===== src/rtl/shift_pkg.sv =====
// Shared shift-datapath types: mode encoding, operand width and command bundle.
package shift_pkg;

    localparam int unsigned SHIFT_W = 4;

    typedef enum logic [2:0] {
        LSR = 3'b000,
        LSL = 3'b001,
        ASR = 3'b010,
        ASL = 3'b011,
        ROR = 3'b100,
        ROL = 3'b101
    } shift_mode_e;

    // Mode is kept as raw bits so undefined codes (3'b11x) pass through unchanged.
    typedef struct packed {
        logic [SHIFT_W-1:0] data;
        logic [1:0]         amt;
        logic [2:0]         mode;
    } shift_cmd_t;

endpackage


===== src/rtl/funnel_shifter.sv =====
// Combinational 4-bit funnel shifter: logical, arithmetic and rotate shifts by 0..3.
module funnel_shifter
    import shift_pkg::*;
(
    input  shift_cmd_t         cmd_i,
    output logic [SHIFT_W-1:0] result_o
);

    logic [SHIFT_W-1:0]   fill;
    logic                 shift_right;
    logic [2*SHIFT_W-1:0] funnel;

    always_comb begin
        fill        = '0;
        shift_right = 1'b1;
        funnel      = '0;
        case (cmd_i.mode)
            LSR:     shift_right = 1'b1;
            LSL,
            ASL:     shift_right = 1'b0;
            ASR:     fill = {SHIFT_W{cmd_i.data[SHIFT_W-1]}};
            // ROR, ROL and the unused 3'b11x codes all rotate; bit 0 picks direction.
            default: begin
                fill        = cmd_i.data;
                shift_right = ~cmd_i.mode[0];
            end
        endcase

        if (shift_right) begin
            funnel   = {fill, cmd_i.data} >> cmd_i.amt;
            result_o = funnel[SHIFT_W-1:0];
        end else begin
            funnel   = {cmd_i.data, fill} << cmd_i.amt;
            result_o = funnel[2*SHIFT_W-1:SHIFT_W];
        end
    end

endmodule


===== src/rtl/rr_arbiter.sv =====
// Round-robin arbiter: first asserted request at or above the pointer, with wrap.
module rr_arbiter #(
    parameter int unsigned N   = 4,
    parameter int unsigned IdW = $clog2(N)
) (
    input  logic [N-1:0]   req_i,
    input  logic [IdW-1:0] ptr_i,
    output logic [N-1:0]   gnt_o,
    output logic [IdW-1:0] idx_o
);

    logic        found;
    int unsigned k;

    always_comb begin
        gnt_o = '0;
        idx_o = '0;
        found = 1'b0;
        k     = 0;
        for (int unsigned i = 0; i < N; i++) begin
            k = (32'(ptr_i) + i) % N;
            if (!found && req_i[k]) begin
                found    = 1'b1;
                gnt_o[k] = 1'b1;
                idx_o    = IdW'(k);
            end
        end
    end

endmodule


===== src/rtl/shift_arbiter.sv =====
// Round-robin arbiter sharing one funnel shifter, with a single-entry response slot.
// Optional SHIFT_ARB_PERF_EN adds a saturating 16-bit backpressure stall counter.
module shift_arbiter
    import shift_pkg::*;
#(
    parameter int unsigned NUM_REQ = 4,
    parameter int unsigned ID_W    = $clog2(NUM_REQ)
) (
    input  logic                   clk_i,
    input  logic                   rst_ni,
    input  logic [NUM_REQ-1:0]     req_valid_i,
    output logic [NUM_REQ-1:0]     req_ready_o,
    input  logic [4*NUM_REQ-1:0]   req_data_i,
    input  logic [2*NUM_REQ-1:0]   req_amt_i,
    input  logic [3*NUM_REQ-1:0]   req_mode_i,
    output logic                   rsp_valid_o,
    input  logic                   rsp_ready_i,
    output logic [SHIFT_W-1:0]     rsp_data_o,
    output logic [ID_W-1:0]        rsp_id_o
`ifdef SHIFT_ARB_PERF_EN
    ,
    output logic [15:0]            stall_cnt_o
`endif
);

    localparam logic StEmpty = 1'b0;
    localparam logic StFull  = 1'b1;

    logic               state_q;
    logic [ID_W-1:0]    rr_q;
    logic [SHIFT_W-1:0] data_q;
    logic [ID_W-1:0]    id_q;

    logic [NUM_REQ-1:0] gnt;
    logic [ID_W-1:0]    gnt_idx;
    logic [ID_W-1:0]    rr_next;
    logic               slot_free;
    logic               accept;
    shift_cmd_t         cmd;
    logic [SHIFT_W-1:0] result;

    rr_arbiter #(
        .N   (NUM_REQ),
        .IdW (ID_W)
    ) u_rr_arbiter (
        .req_i (req_valid_i),
        .ptr_i (rr_q),
        .gnt_o (gnt),
        .idx_o (gnt_idx)
    );

    always_comb begin
        slot_free   = (state_q == StEmpty) || rsp_ready_i;
        req_ready_o = (slot_free && rst_ni) ? gnt : '0;
        accept      = |(req_valid_i & req_ready_o);
        rr_next     = (gnt_idx == ID_W'(NUM_REQ - 1)) ? '0 : gnt_idx + 1'b1;
        cmd.data    = req_data_i[gnt_idx*SHIFT_W +: SHIFT_W];
        cmd.amt     = req_amt_i[gnt_idx*2 +: 2];
        cmd.mode    = req_mode_i[gnt_idx*3 +: 3];
    end

    funnel_shifter u_funnel_shifter (
        .cmd_i    (cmd),
        .result_o (result)
    );

    // An accept while FULL overwrites the draining response in the same edge.
    always_ff @(posedge clk_i) begin
        if (!rst_ni) begin
            state_q <= StEmpty;
            rr_q    <= '0;
            data_q  <= '0;
            id_q    <= '0;
        end else if (accept) begin
            state_q <= StFull;
            rr_q    <= rr_next;
            data_q  <= result;
            id_q    <= gnt_idx;
        end else if (state_q == StFull && rsp_ready_i) begin
            state_q <= StEmpty;
        end
    end

    assign rsp_valid_o = state_q;
    assign rsp_data_o  = data_q;
    assign rsp_id_o    = id_q;

`ifdef SHIFT_ARB_PERF_EN
    logic [15:0] stall_cnt_q;

    always_ff @(posedge clk_i) begin
        if (!rst_ni) begin
            stall_cnt_q <= '0;
        end else if (state_q == StFull && !rsp_ready_i && stall_cnt_q != 16'hFFFF) begin
            stall_cnt_q <= stall_cnt_q + 16'd1;
        end
    end

    assign stall_cnt_o = stall_cnt_q;
`endif

endmodule


===== config.mk =====
export PLATFORM = sky130hd
export DESIGN_NAME = shift_arbiter
export DESIGN_NICKNAME = d
export VERILOG_FILES = /design/src/rtl/shift_pkg.sv /design/src/rtl/funnel_shifter.sv /design/src/rtl/rr_arbiter.sv /design/src/rtl/shift_arbiter.sv
export SDC_FILE = /design/constraint.sdc
export NUM_CORES = 1
export LEC_CHECK = 0
export CAP_MARGIN = 40
export CELL_PAD_IN_SITES_DETAIL_PLACEMENT = 1
export CELL_PAD_IN_SITES_GLOBAL_PLACEMENT = 2
export CORE_ASPECT_RATIO = 1.25
export CORE_MARGIN = 2
export CORE_UTILIZATION = 29
export DETAILED_ROUTE_END_ITERATION = 8
export GPL_TIMING_DRIVEN = 1
export HOLD_SLACK_MARGIN = 0.06
export PLACE_DENSITY = 0.9
export REMOVE_ABC_BUFFERS = 1
export SETUP_SLACK_MARGIN = 0.2
export SLEW_MARGIN = 40
export SYNTH_ARGS = -nofsm -noshare
export SYNTH_HDL_FRONTEND = slang
export SYNTH_SLANG_ARGS = --single-unit

===== constraint.sdc =====
create_clock -name clk_i -period 7.7 [get_ports clk_i]
set_input_delay 1.54 -clock clk_i [delete_from_list [all_inputs] [get_ports clk_i]]
set_output_delay 1.54 -clock clk_i [all_outputs]
set_load 0.01 [all_outputs]

# Yosys cells after proc, flatten, opt, wreduce, memory -nomap -nowiden
# Index checks and enable logic that the tools add are counted.
dict set report word_totals {
  reg_bits 9
  latchBits 0
  ramBits 0
  rom_bits 0
  input_bits 43
  output_inout_bits 11
  wordCells 85
  memories 0
}
dict set report classes {
  add_sub_neg 4
  multipliers 1
  div_mod_pow 0
  order_cmp 8
  eq_ne 4
  n_shift 5
  n_mux 34
  bitwise_logic 6
  n_reduce_logical 19
}
# cell count
set ops {}
lappend ops {{$mux 4} 6}
lappend ops {{$shiftx 16x5->4} 1}
lappend ops {{$mux 1} 13}
lappend ops {{$lt 2x3->1 const B} 4}
lappend ops {{$or 4x4->4} 3}
lappend ops {{$shiftx 12x5->3} 1}
lappend ops {{$mux 2} 5}
lappend ops {{$logic_and 1x1->1} 9}
lappend ops {{$bmux 1 s2} 4}
lappend ops {{$demux 1 s2} 4}
lappend ops {{$ge 2x1->1 const B} 4}
lappend ops {{$pmux 4 s2} 1}
lappend ops {{$shiftx 8x4->2} 1}
lappend ops {{$shl 8x2->8} 1}
lappend ops {{$shr 8x2->4} 1}
lappend ops {{$eq 3x2->1 const B} 2}
lappend ops {{$add 2x1->2 const B} 2}
lappend ops {{$add 2x2->2 const B} 2}
lappend ops {{$and 4x4->4} 1}
lappend ops {{$mul 2x2->4 const B} 1}
lappend ops {{$reduce_or 2->1} 2}
lappend ops {{$reduce_or 4->1} 1}
lappend ops {{$eq 3x1->1 const B} 1}
lappend ops {{$logic_not 1->1} 3}
lappend ops {{other kinds (7)} 8}

# Depth between registers and ports, before layout
dict set report logic_depth {
  word_depth 19
  mapped_depth 16
  depth_no_buf 11
}

# Hierarchy
# A second synthesis with hierarchy kept.
dict set report unflattened {
  hier_cells 159
  hier_area_um2 1392.6
}
# module instances cells_per_inst area_per_inst_um2 seq_area_each_um2
set by_module_without_submodules {}
lappend by_module_without_submodules {shift_arbiter 1 56 635.6 180.2}
lappend by_module_without_submodules {rr_arbiter 1 65 489.2 0.0}
lappend by_module_without_submodules {funnel_shifter 1 38 267.8 0.0}

# Worst setup path after synthesis
# No wires, ideal clock.
dict set report synth_path {
  path_type {input to output}
  start {in req_valid_i[1]}
  end {out req_ready_o[1]}
  t_arrival_ns 3.087
  required_ns 6.160
  setup_slack_ns 3.073
  cell_stages 8
  n_path_buf 2
  cell_sequence {buf_2 -> mux4_2 -> nor2b_1 -> buf_6 -> a221oi_1 -> nor2_1 -> a21oi_1 -> nor2_1}
}
dict set report synth_between {
  elab_chain_cells 13
  word_cells_on_any_way 25
  cone_classes {16 x mux; 3 x bitwise; 6 x reduce/logical}
}
# item line_no
set synth_lines {}
lappend synth_lines {{start: declaration} shift_arbiter.sv:11} ;# input logic [NUM_REQ-1:0] req_valid_i,
lappend synth_lines {{$bmux 1 s2} rr_arbiter.sv:22} ;# if (!found && req_i[k]) begin
lappend synth_lines {{$mux 1 (not written as such)} rr_arbiter.sv:22}
lappend synth_lines {{$mux 1} rr_arbiter.sv:22}
lappend synth_lines {{$logic_not 1->1} rr_arbiter.sv:22}
lappend synth_lines {{$logic_and 1x1->1} rr_arbiter.sv:22}
lappend synth_lines {{$mux 1} rr_arbiter.sv:22}
lappend synth_lines {{$logic_not 1->1} rr_arbiter.sv:22}
lappend synth_lines {{$logic_and 1x1->1} rr_arbiter.sv:22}
lappend synth_lines {{$mux 1} rr_arbiter.sv:22}
lappend synth_lines {{$logic_not 1->1} rr_arbiter.sv:22}
lappend synth_lines {{$logic_and 1x1->1} rr_arbiter.sv:22}
lappend synth_lines {{$mux 4 *} rr_arbiter.sv:22}
lappend synth_lines {{$mux 4 *} shift_arbiter.sv:54} ;# req_ready_o = (slot_free && rst_ni) ? gnt : '0;
lappend synth_lines {{end: declaration} shift_arbiter.sv:12} ;# output logic [NUM_REQ-1:0] req_ready_o,
# Mark *: on every way between the ends. The rest lies on a longest branch, timed or not. The select of a mux whose other input is x is not followed.

# Worst setup path in the final report
dict set report layout_path {
  start {in req_valid_i[0]}
  end {out req_ready_o[3]}
}
# Same word-level chain as after synthesis.

==> impl_metrics.json <==
{
  "status": "completed",
  "diodes": 0,
  "synth_fa_ha_area_share_pct": 5.52,
  "cp_top_family": "buffers and inverters",
  "hold_path.startpoint": "rsp_data_o[2]$_SDFFE_PN0P_",
  "power.leakage_nw": 0.877,
  "drt-vias-per-instance": 5.45,
  "setup_tns_ns": 0,
  "dp_hpwl_um": 4250,
  "die_area_sq_mm": 0.00690,
  "area_growth_pct": 33.3,
  "critPathBufInv": 2,
  "synthFlopType": "dfxtp_1",
  "synth_seq_cells": 9,
  "cpPeakStageDelay_ns": 0.67,
  "arrival_ns": 4.51,
  "synth-xor-area-share_pct": 0.483,
  "ys_warn_count": 0,
  "finalNetCount": 321,
  "path_class": "input port to output pin",
  "post_cts_resized": 0,
  "cts_tree": "yes",
  "dr.pass1.iters": 4,
  "rsz0062_at_grt": "no",
  "synth_cells": 227,
  "clock-skew-final_ns": 0.000747,
  "die-height_um": 92.4,
  "synth_compound_area_share_pct": 32.7,
  "cts_root_buf": "clkbuf_8",
  "r2r_slack_ns": 3.19,
  "grt_use_total_pct": 16.1,
  "r2r_end": "rsp_data_o[3]$_SDFFE_PN0P_",
  "slew_headroom_pct": 51.0,
  "async_flop_share_pct": 0,
  "die_x_um": 74.7,
  "drt_iter0_drc": 76,
  "r2r_start": "rr_q[0]$_SDFFE_PN0P_",
  "slowest_stage": "mux4_2",
  "holdPathStages": 2,
  "ant_nets": 0,
  "gp_congestion": 0.876,
  "vias": 1928,
  "cts_inserted_buffers": 3,
  "cts_setup_buffers": 0,
  "ir_drop_v": 0.000192,
  "grt_max_degree": 35,
  "grt_first_pass_wirelength_um": 8930,
  "final_common_cell": "clkdlybuf4s50_1",
  "crit_path_cell_trace": "clkdlybuf4s50_1 -> mux4_2 -> nor2b_1 -> a221o_1 -> o21ai_0 -> a21oi_1 -> clkdlybuf4s50_1",
  "overflow": 0,
  "worstSetupStartpointType": "input port",
  "drt_wl_total_um": 5530,
  "drc": 0,
  "timing.fmax_mhz": 165,
  "dp_cells": 350,
  "initial_core_util_pct": 29.6,
  "muxShareOfSynthArea_pct": 19.5,
  "htree_levels": 1,
  "synth_edf_count": 0,
  "drv_cap": 0,
  "crit_start": "req_valid_i[0]",
  "cts_sinks": 9,
  "power.density_mw_per_mm2": 463,
  "wl_per_cell_um": 15.6,
  "finalSetupViolCount": 0,
  "holdCritPathClass": "register to register",
  "grt_antenna_before_repair": 0,
  "synth_top_family_by_area": "compound AO/OA/AOI/OAI gates",
  "finalNonFillerCells": 354,
  "core-area_sq_mm": 0.00613,
  "finalMaxSlewViolations": 0,
  "grt_pass1_vias": 1877,
  "critPathCaptureType": "output pin",
  "cp_common_cell": "clkdlybuf4s50_1",
  "core.rowCount": 32,
  "hold_viol": 0,
  "clock_path_buffers": 2,
  "clkTransAtPathRegs_ns": 0.04,
  "final_core_util_pct": 39.5,
  "cts_hold_buf": 0,
  "period_needed_ns": 6.05,
  "portBuffers": 53,
  "finalCritPeriodShare_pct": 78.6,
  "tightestPinTransition_ns": 0.733,
  "syn_area_per_cell_sq_um": 7.99,
  "cp_max_fo": 12,
  "syn_area_sq_mm": 0.00181,
  "drive_gt1_share_pct": 11.2,
  "synth_cell_types": 66,
  "seq_area_frac_synth_pct": 9.94,
  "yosys.area_share.simple_pct": 23.5,
  "ioPinCount": 54,
  "r2r_cells": 11,
  "required_ns": 6.16,
  "mostFrequentLayoutCells": "clkdlybuf4s50_1, nand2_1, a21oi_1",
  "hold_end": "rsp_data_o[2]$_SDFFE_PN0P_",
  "clock_latency_ns": 0.22
}
-- report_power, final --
part           internal (W)  switching, W  total [W]
registers         0.0000649     0.0000130  0.0000779
clock network     0.0000359     0.0000167  0.0000527
logic              0.000416      0.000572   0.000988
total              0.000517      0.000602    0.00112
-- per-stage QoR --
stage	hold WS [ns]	worst slack, ns	area [sq um]	power (W)
after floorplan	0.500	2.46	1700	0.000803
after global placement	0.491	1.69	2350	0.00104
after detailed placement	0.487	1.62	2360	0.00106
after CTS	0.500	1.61	2410	0.00112
after global routing	0.514	1.45	2420	0.00122
final	0.496	1.65	2420	0.00112
-- final cells by class --
type | count | area (sq um)
clock buffers | 4 | 45.0
fillers | 734 | 3710
well taps | 85 | 106
repair buffers | 55 | 543
multi-input cells | 190 | 1500
inverters | 11 | 41.3
flip-flops and latches | 9 | 180
-- state kept, by name (all words and copies together), names as in the netlist --
name	count
rr_q	2
rsp_valid_o	1
rsp_data_o	4
rsp_id_o	2
-- tightest hold or removal path: stages (launching register included) --
cell and delay, ns:
dfxtp_1 0.31, nand2_1 0.06, o211ai_1 0.07
-- metal layers --
metal | share of wire (%) | routed length, um | GRT usage, % | up-vias
met1 | 46 | 2540 | 21.9 | 916
met5 | 0 | 0 | 0 | -
met3 | 3.4 | 186 | 1.41 | 10
met2 | 49 | 2710 | 27.1 | 49
met4 | 1.5 | 85 | 3.72 | 0
li1 | - | - | - | 953
-- cell families after synthesis --
kind of cell,Yosys count
XOR/XNOR,1
AND/OR/NAND/NOR,79
flip-flops,9
AO/OA/AOI/OAI,73
buffers and inverters,28
multiplexers,29
adder cells (fa/ha/maj),8
-- worst max-delay path by stage --
stage | to | slack, ns | cells after the start
finish | req_ready_o[3] | 1.65 | 7
CTS | req_ready_o[3] | 1.61 | 7
detailed placement | req_ready_o[3] | 1.62 | 7
global route | req_ready_o[3] | 1.45 | 7
floorplan | req_ready_o[3] | 2.46 | 7
global placement | req_ready_o[3] | 1.69 | 7
-- synthesized netlist by cell type (2+ instances only) --
library cell	instances	area share, %
mux2i_1	16	8.8
o21ai_0	3	0.83
mux4_2	4	5.0
nand2b_1	7	2.4
nor2_1	16	3.3
nand4_1	3	1.0
and2_1	3	1.0
buf_4	2	0.83
ha_1	8	5.5
a21oi_1	17	4.7
nand3b_1	2	0.83
o211ai_1	3	1.2
nand3_1	3	0.83
mux2_2	7	4.3
buf_6	4	2.5
a22oi_1	5	2.1
nand2_1	19	3.9
o21a_1	2	0.83
and3_4	2	1.2
o31ai_1	3	1.2
a221oi_1	3	1.4
o2111ai_1	2	0.97
nor3_1	12	3.3
buf_2	7	1.9
a211oi_1	3	1.2
dfxtp_1	9	9.9
o221ai_1	2	0.97
a221o_1	3	1.7
clkbuf_1	3	0.62
inv_1	10	2.1
nor2b_1	6	2.1
o21ai_1	4	1.1
Note: power is estimated with default switching activity, not from simulation.
